`config.mk`:
```
export PLATFORM = sky130hd
export DESIGN_NAME = mem_arbiter
export DESIGN_NICKNAME = d
export VERILOG_FILES = /design/src/rtl/mem_arbiter.sv
export SDC_FILE = /design/constraint.sdc
export NUM_CORES = 1
export LEC_CHECK = 0
export CAP_MARGIN = 20
export CORE_AREA = 2 2 131 133
export CTS_BUF_LIST = sky130_fd_sc_hd__clkbuf_4 sky130_fd_sc_hd__clkbuf_8
export CTS_CLUSTER_DIAMETER = 30
export DETAILED_ROUTE_END_ITERATION = 8
export DIE_AREA = 0 0 133 135
export GPL_TIMING_DRIVEN = 1
export PLACE_DENSITY = 0.78
export SLEW_MARGIN = 25
export SYNTH_ARGS = -nofsm -noshare
export SYNTH_HDL_FRONTEND = slang
export SYNTH_SLANG_ARGS = --single-unit
```
`constraint.sdc`:
```
create_clock -name clk -period 4.5 [get_ports clk]
set_clock_uncertainty 0.1 [all_clocks]
set_input_delay 0.45 -clock clk [delete_from_list [all_inputs] [get_ports clk]]
set_output_delay 0.45 -clock clk [all_outputs]
set_load 0.1 [all_outputs]
```
`src/rtl/mem_arbiter.sv`:
```
// ---------------------------------------------------------------------------
// mem_arbiter
//
// Shares the single unified instruction/data memory between the multicycle
// CPU and a host load/debug port. Every access walks the same fixed sequence
// IDLE -> ACCESS -> CAPTURE -> RESP, so an access always costs MEM_LAT+3
// cycles including the IDLE cycle in which the next request is sampled.
// Under contention the port that did not win last time is granted, which
// gives strict alternation when both ports keep requesting.
//
// Ports
//   clk, reset               clock, asynchronous active-high reset
//   cpu_req/we/addr/wdata    CPU request (held until cpu_ack)
//   cpu_rdata, cpu_ack       CPU read data (held until next CPU read), done pulse
//   cpu_stall                cpu_req & ~cpu_ack, gates PC/IR/MDR enables
//   host_req/we/addr/wdata   host request (held until host_ack)
//   host_rdata, host_ack     host read data, done pulse
//   host_err                 pulses with host_ack for host_addr >= ADDR_LIMIT
//   mem_en, mem_we           one-cycle memory strobe and write qualifier
//   mem_addr, mem_wdata      registered address/data, held through the access
//   mem_rdata                memory read data, valid MEM_LAT cycles after mem_en
// ---------------------------------------------------------------------------
module mem_arbiter #(
    parameter int                ADDR_W     = 32,
    parameter int                DATA_W     = 32,
    parameter int                MEM_LAT    = 1,
    parameter logic [ADDR_W-1:0] ADDR_LIMIT = 32'h0000_0400
) (
    input  logic              clk,
    input  logic              reset,

    input  logic              cpu_req,
    input  logic              cpu_we,
    input  logic [ADDR_W-1:0] cpu_addr,
    input  logic [DATA_W-1:0] cpu_wdata,
    output logic [DATA_W-1:0] cpu_rdata,
    output logic              cpu_ack,
    output logic              cpu_stall,

    input  logic              host_req,
    input  logic              host_we,
    input  logic [ADDR_W-1:0] host_addr,
    input  logic [DATA_W-1:0] host_wdata,
    output logic [DATA_W-1:0] host_rdata,
    output logic              host_ack,
    output logic              host_err,

    output logic              mem_en,
    output logic              mem_we,
    output logic [ADDR_W-1:0] mem_addr,
    output logic [DATA_W-1:0] mem_wdata,
    input  logic [DATA_W-1:0] mem_rdata
);

    typedef enum logic [1:0] {
        S_IDLE,
        S_ACCESS,
        S_CAPTURE,
        S_RESP
    } state_t;

    typedef enum logic {
        P_CPU,
        P_HOST
    } port_t;

    // Counter load value: CAPTURE lasts MEM_LAT cycles, the last of which
    // (counter == 0) is the one where mem_rdata is valid.
    localparam logic [2:0] LAT_M1 = 3'(MEM_LAT - 1);

    state_t            r_state;
    port_t             r_owner;
    port_t             r_last_grant;
    logic [2:0]        r_cnt;

    logic              r_mem_en;
    logic              r_mem_we;
    logic [ADDR_W-1:0] r_mem_addr;
    logic [DATA_W-1:0] r_mem_wdata;

    logic [DATA_W-1:0] r_cpu_rdata;
    logic              r_cpu_ack;
    logic [DATA_W-1:0] r_host_rdata;
    logic              r_host_ack;
    logic              r_host_err;

    logic              w_cpu_pick;
    logic              w_host_pick;
    logic              w_host_illegal;

    // Arbitration: a lone requester wins; on a tie the port that was not
    // granted last time wins.
    always_comb begin
        w_cpu_pick     = cpu_req & (~host_req | (r_last_grant == P_HOST));
        w_host_pick    = host_req & ~w_cpu_pick;
        w_host_illegal = (host_addr >= ADDR_LIMIT);
    end

    always_ff @(posedge clk or posedge reset) begin
        if (reset) begin
            r_state      <= S_IDLE;
            r_owner      <= P_CPU;
            r_last_grant <= P_HOST;
            r_cnt        <= 3'd0;
            r_mem_en     <= 1'b0;
            r_mem_we     <= 1'b0;
            r_mem_addr   <= '0;
            r_mem_wdata  <= '0;
            r_cpu_rdata  <= '0;
            r_cpu_ack    <= 1'b0;
            r_host_rdata <= '0;
            r_host_ack   <= 1'b0;
            r_host_err   <= 1'b0;
        end else begin
            // Strobes and acks are single-cycle pulses.
            r_mem_en   <= 1'b0;
            r_cpu_ack  <= 1'b0;
            r_host_ack <= 1'b0;
            r_host_err <= 1'b0;

            case (r_state)
                S_IDLE: begin
                    if (w_cpu_pick) begin
                        r_owner      <= P_CPU;
                        r_last_grant <= P_CPU;
                        r_mem_we     <= cpu_we;
                        r_mem_addr   <= cpu_addr;
                        r_mem_wdata  <= cpu_wdata;
                        r_mem_en     <= 1'b1;
                        r_state      <= S_ACCESS;
                    end else if (w_host_pick) begin
                        r_owner      <= P_HOST;
                        r_last_grant <= P_HOST;
                        if (w_host_illegal) begin
                            // Out-of-range host access never touches memory;
                            // it is answered with an error on the next cycle.
                            r_host_ack <= 1'b1;
                            r_host_err <= 1'b1;
                            r_state    <= S_RESP;
                        end else begin
                            r_mem_we    <= host_we;
                            r_mem_addr  <= host_addr;
                            r_mem_wdata <= host_wdata;
                            r_mem_en    <= 1'b1;
                            r_state     <= S_ACCESS;
                        end
                    end
                end

                S_ACCESS: begin
                    r_cnt   <= LAT_M1;
                    r_state <= S_CAPTURE;
                end

                S_CAPTURE: begin
                    if (r_cnt != 3'd0) begin
                        r_cnt <= r_cnt - 3'd1;
                    end else begin
                        if (r_owner == P_CPU) begin
                            if (!r_mem_we) begin
                                r_cpu_rdata <= mem_rdata;
                            end
                            r_cpu_ack <= 1'b1;
                        end else begin
                            if (!r_mem_we) begin
                                r_host_rdata <= mem_rdata;
                            end
                            r_host_ack <= 1'b1;
                        end
                        r_state <= S_RESP;
                    end
                end

                S_RESP: begin
                    r_state <= S_IDLE;
                end

                default: begin
                    r_state <= S_IDLE;
                end
            endcase
        end
    end

    assign cpu_stall  = cpu_req & ~r_cpu_ack;
    assign cpu_rdata  = r_cpu_rdata;
    assign cpu_ack    = r_cpu_ack;
    assign host_rdata = r_host_rdata;
    assign host_ack   = r_host_ack;
    assign host_err   = r_host_err;
    assign mem_en     = r_mem_en;
    assign mem_we     = r_mem_we;
    assign mem_addr   = r_mem_addr;
    assign mem_wdata  = r_mem_wdata;

endmodule

```
==> results.ini, run 1 <==
[status]
outcome=completed

[floorplanning]
die_width_um=133
start_util=0.376
dieArea_mm2=0.0180
core_area_mm2=0.0164
pin_count=300
dieHeight_um=135
rows=47

[global_route]
grt_pass1_wl_um=27100
first_global_vias=5100
grtUsageTotal=0.196
grt_max_degree=106
antenna_found_initial=0
grt_overflow=0

[sta]
fin_hold_ws_ns=0.406
setup_ws_ns=1.53
finalSetupViolations=0
fin_crit_ns=2.97
fmax_ghz=0.337
slew_headroom=0.279
hold_violations=0
grt_setup_unrepaired=false
worst_slew_pin_slew_ns=1.08
tns_ns=0
maxSlewViolCount=0
post-route-period-util=0.660

[logic_synthesis]
synth-seq-area-share=0.568
synth_area_leaders=dfrtp_1, mux2_2, a211oi_2
async_flop_share=1.00
yosysTopAreaCellShare=0.563
synthXorXnorAreaFrac=0.00142
yosys_warnings=0
ys_types=35
synthSimpleGateAreaFrac=0.0594
synth_top_family_by_area=multiplexers
ys.flop_type=dfrtp_1
syn-cell-area_mm2=0.00617
synth-compound-area-share=0.0527
synth_adder_area_share=0.0101
syn-instance-count=445
synth-edff-count=0
synth_seq_cells=140
synthMuxAreaShare=0.275
yosysTopAreaCell=dfrtp_1
synthesis.nets=616
syn_avg_cell_area_um2=13.9

[clocking]
clock_latency_ns=0.42
post-cts-setup-buffer-count=0
cts_sinks=140
cts.repair.resized=0
path_clk_slew_ns=0.07
cts_hold_buf=0
root_buffer=clkbuf_8
cts_buffer_depth=2
cts_tree=yes
htreeDepth=4
cts_buffers=17

[route]
first_iter_violations=119
drt-pass1-iter-count=4
num_vias=4705
vias_per_cell=4.83
postRouteAntennaNets=0
drc=0
wl_um=17300
routedWlPerCell_um=17.8

[job]
cap_violations=0

[critical_path]
required_ns=3.95
cp_max_fo=6
critPathLaunchType=input port
crit_path_end_kind=primary output
path_class=in -> out
arrival_ns=2.42

[placed_design]
dpl_worst_slack_ns=1.43
dp_hpwl_um=13100
placed_cells=943
place.port_buffers=299
place_congestion=0.763

[final_layout]
nets=914
layout_common_cells=clkdlybuf4s50_1, dfrtp_1, mux2_2
layout_commonest_cell=clkdlybuf4s50_1
antennaDiodeCount=0
drive_above_1_share=0.260
stdcell_count=975
synthToLayoutAreaGrowth_pct=57.2

[worst_hold_path]
hold_class=reg -> reg

metal layers:
layer,track usage,wire (µm),vias to the layer above
li1,-,-,2161
met5,0,0,-
met3,0.0728,1450,26
met1,0.202,6300,2304
met2,0.369,9240,214
met4,0.0568,324,0
state kept, by name, indices dropped and copies added, names as in the netlist, 2 cells and up:
name	cells
cpu_rdata	32
mem_wdata	32
r_state	2
host_rdata	32
mem_addr	32
r_cnt	3
cells in the mapped netlist (5+ instances only):
master    number
nor4_1         5
ha_1           5
o21ai_0        6
inv_1          6
dfrtp_1      139
nand2_1        8
nor2_1        57
mux2_1        20
mux2_2       131
a211oi_2      19
buf_2         11
buf_6          6
metrics by stage:
stage                util  area [µm²]
detailed placement  0.569        9330
global placement    0.569        9330
global route        0.592        9710
floorplan               -        6170
finish              0.592        9710
CTS                 0.590        9670
critical path, stage by stage:
cell and delay (ns):
clkdlybuf4s50_1 0.59, nor2b_1 0.20, clkdlybuf4s50_1 1.18
cells by family after synthesis:
logic type,Yosys count
adder cells (fa/ha/maj),5
AO/OA/AOI/OAI,33
flip-flops,140
multiplexers,151
buffers and inverters,33
XOR/XNOR,1
AND/OR/NAND/NOR,82
layout make-up:
class                      instances  area [µm²]
sequential                       140        3500
clock buffer                      24         305
multi-input combinational        272        2480
timing repair buffer             306        3070
fill                            1268        6700
tap                              220         275
inverter                           6        30.0
clock inverter                     7        41.3
worst paths after layout:
check / to / startpoint / slack (ns) / cells after the start
setup / recovery: cpu_stall / cpu_req / 1.53 / 3
hold / removal: cpu_rdata[11]$_DFFE_PP0P_ / cpu_rdata[11]$_DFFE_PP0P_ / 0.41 / 1
setup reg to reg: mem_wdata[12]$_DFFE_PP0P_ / r_state[0]$_DFFE_PP0P_ / 1.94 / 5
hold reg to reg: cpu_rdata[11]$_DFFE_PP0P_ / cpu_rdata[11]$_DFFE_PP0P_ / 0.41 / 1
max in group asynchronous: mem_wdata[5]$_DFFE_PP0P_ / reset / 3.06 / 3
min in group asynchronous: cpu_rdata[19]$_DFFE_PP0P_ / reset / 0.47 / 2
Power of run 1 is not shown: default switching activity piles up to over one toggle a cycle in this logic, so the estimate is an artifact.
==> run 2, diff against run 1 <==
--- a/config.mk
+++ b/config.mk
@@ -6,13 +6,13 @@
 export NUM_CORES = 1
 export LEC_CHECK = 0
 export CAP_MARGIN = 20
-export CORE_AREA = 2 2 131 133
+export CORE_AREA = 2 2 125 127
 export CTS_BUF_LIST = sky130_fd_sc_hd__clkbuf_4 sky130_fd_sc_hd__clkbuf_8
 export CTS_CLUSTER_DIAMETER = 30
 export DETAILED_ROUTE_END_ITERATION = 8
-export DIE_AREA = 0 0 133 135
+export DIE_AREA = 0 0 127 129
 export GPL_TIMING_DRIVEN = 1
-export PLACE_DENSITY = 0.78
+export PLACE_DENSITY = 0.81
 export SLEW_MARGIN = 25
 export SYNTH_ARGS = -nofsm -noshare
 export SYNTH_HDL_FRONTEND = slang
==> constraint.sdc (replaced) <==
create_clock -name clk -period 3 [get_ports clk]
set_clock_uncertainty 0.1 [all_clocks]
set_input_delay 0.3 -clock clk [delete_from_list [all_inputs] [get_ports clk]]
set_output_delay 0.3 -clock clk [all_outputs]
set_load 0.1 [all_outputs]
==> results.ini, run 2 (synthesized netlist as in run 1, its figures left out) <==
[final_layout]
antennaDiodeCount=0  ; unchanged
finalCoreUtilization=0.630  ; was 0.592
nets=918  ; was 914
layout_common_cells=clkdlybuf4s50_1, buf_4, dfrtp_1  ; was clkdlybuf4s50_1, dfrtp_1, mux2_2
stdcell_area_mm2=0.00943  ; was 0.00971 mm²
layout_commonest_cell=clkdlybuf4s50_1  ; unchanged
drive_above_1_share=0.439  ; was 0.260
synthToLayoutAreaGrowth_pct=52.7  ; was 57.2%

[sta]
slew_headroom=0.507  ; was 0.279
fin_crit_ns=2.32
hold_violations=0  ; unchanged
tns_ns=0  ; unchanged
worst_slew_pin_slew_ns=0.739  ; was 1.08 ns
post-route-period-util=0.774
finalSetupViolations=0  ; unchanged
fmax_ghz=0.431
grt_setup_unrepaired=false  ; unchanged
maxSlewViolCount=0  ; unchanged

[floorplanning]
dieArea_mm2=0.0164  ; was 0.0180 mm²
dieHeight_um=129  ; was 135 µm
rows=45  ; was 47
start_util=0.412  ; was 0.376
die_width_um=127  ; was 133 µm
core_area_mm2=0.0150  ; was 0.0164 mm²
pin_count=300  ; unchanged

[placed_design]
place_congestion=0.789  ; was 0.763
place.port_buffers=299  ; unchanged
dp_hpwl_um=12600  ; was 13100 µm
placed_cell_area_mm2=0.00902  ; was 0.00933 mm²

[critical_path]
arrival_ns=2.52  ; was 2.42 ns
cp_max_fo=51  ; was 6
required_ns=3.20  ; was 3.95 ns
crit_path_end_kind=flop  ; was primary output
path_class=reg -> reg  ; was in -> out
critPathLaunchType=flop  ; was input port

[clocking]
path_clk_slew_ns=0.07  ; about the same
cts.repair.resized=0  ; unchanged
root_buffer=clkbuf_8  ; unchanged
cts_buffer_depth=2  ; unchanged
cts_buffers=17  ; unchanged
cts_hold_buf=0  ; unchanged
cts_sinks=140  ; unchanged
cts_tree=yes  ; unchanged
htreeDepth=4  ; unchanged
post-cts-setup-buffer-count=0  ; unchanged
clock_latency_ns=0.43  ; was 0.42 ns

[route]
drc=0  ; unchanged
num_vias=4687  ; was 4705
postRouteAntennaNets=0  ; unchanged
drt-met1-wl_um=6140  ; was 6300 µm
vias_per_cell=4.94  ; was 4.83
first_iter_violations=176  ; was 119
routedWlPerCell_um=17.5  ; was 17.8 µm
top_layer=met4  ; unchanged
wl_met3_um=1660  ; was 1450 µm
wl_met2_um=8250  ; was 9240 µm
wl_um=16500  ; was 17300 µm
drt-pass1-iter-count=4  ; unchanged

[global_route]
grtUsageTotal=0.204  ; was 0.196
grt_pass1_wl_um=25900  ; was 27100 µm
grt_overflow=0  ; unchanged
grt_max_degree=141  ; was 106
first_global_vias=5053  ; was 5100
antenna_found_initial=0  ; unchanged

[status]
outcome=completed  ; unchanged

[worst_hold_path]
hold_class=in -> async  ; was reg -> reg

[job]
cap_violations=0  ; unchanged

[run 2: changes by cell type in the layout (fill, tap and decap cells not counted), moves of 2 or more]
cell and change:
buf_12 +3, bufinv_16 +2, clkdlybuf4s50_1 -134, clkinv_2 -2
buf_4 +136
[run 2: routing by layer]
layer | vias up | track usage
met1 | 2274 | 0.229
met2 | 209 | 0.347
met3 | 35 | 0.0827
li1 | 2169 | -
met5 | - | 0
met4 | 0 | 0.0840
[run 2: metrics by stage]
stage | instances | hold slack (ns) | setup slack, ns
2_1_floorplan | 445 | 0.335 | 0.389
3_3_place_gp | 916 | 0.361 | 0.448
3_5_place_dp | 916 | 0.389 | 0.386
4_1_cts | 948 | 0.322 | 0.687
5_1_grt | 948 | 0.323 | 0.533
6_report | 948 | 0.349 | 0.679
[run 2: final timing paths]
| path | depth (start not counted) | slack [ns] | to | startpoint |
|---|---|---|---|---|
| setup reg to reg | 6 | 0.68 | mem_wdata[13]$_DFFE_PP0P_ | r_state[0]$_DFFE_PP0P_ |
| hold / removal | 3 | 0.35 | mem_addr[12]$_DFFE_PP0P_ | reset |
| max in group asynchronous | 3 | 1.91 | mem_wdata[31]$_DFFE_PP0P_ | reset |
| min in group clk | 2 | 0.36 | mem_wdata[25]$_DFFE_PP0P_ | host_wdata[25] |
| setup / recovery | 6 | 0.68 | mem_wdata[13]$_DFFE_PP0P_ | r_state[0]$_DFFE_PP0P_ |
| hold reg to reg | 2 | 0.41 | r_cnt[1]$_DFFE_PP0P_ | r_cnt[1]$_DFFE_PP0P_ |
[run 2: layout make-up]
| type | count | area (µm²) |
|---|---|---|
| clock buffer | 26 | 327 |
| clock inverter | 6 | 83.8 |
| fill | 1165 | 5550 |
| inverter | 6 | 26.3 |
| multi-input combinational | 272 | 2480 |
| sequential | 140 | 3500 |
| tap | 188 | 235 |
| timing repair buffer | 310 | 2780 |
[run 2: worst max-delay path, cell delays in order, from the launching register on]
cell	delay, ns
dfrtp_1	0.40
inv_1	0.08
ha_1	0.27
o21ai_0	0.24
nor4_4	0.40
buf_12	0.32
mux2_2	0.37
Power of run 2 is left out for the same reason.
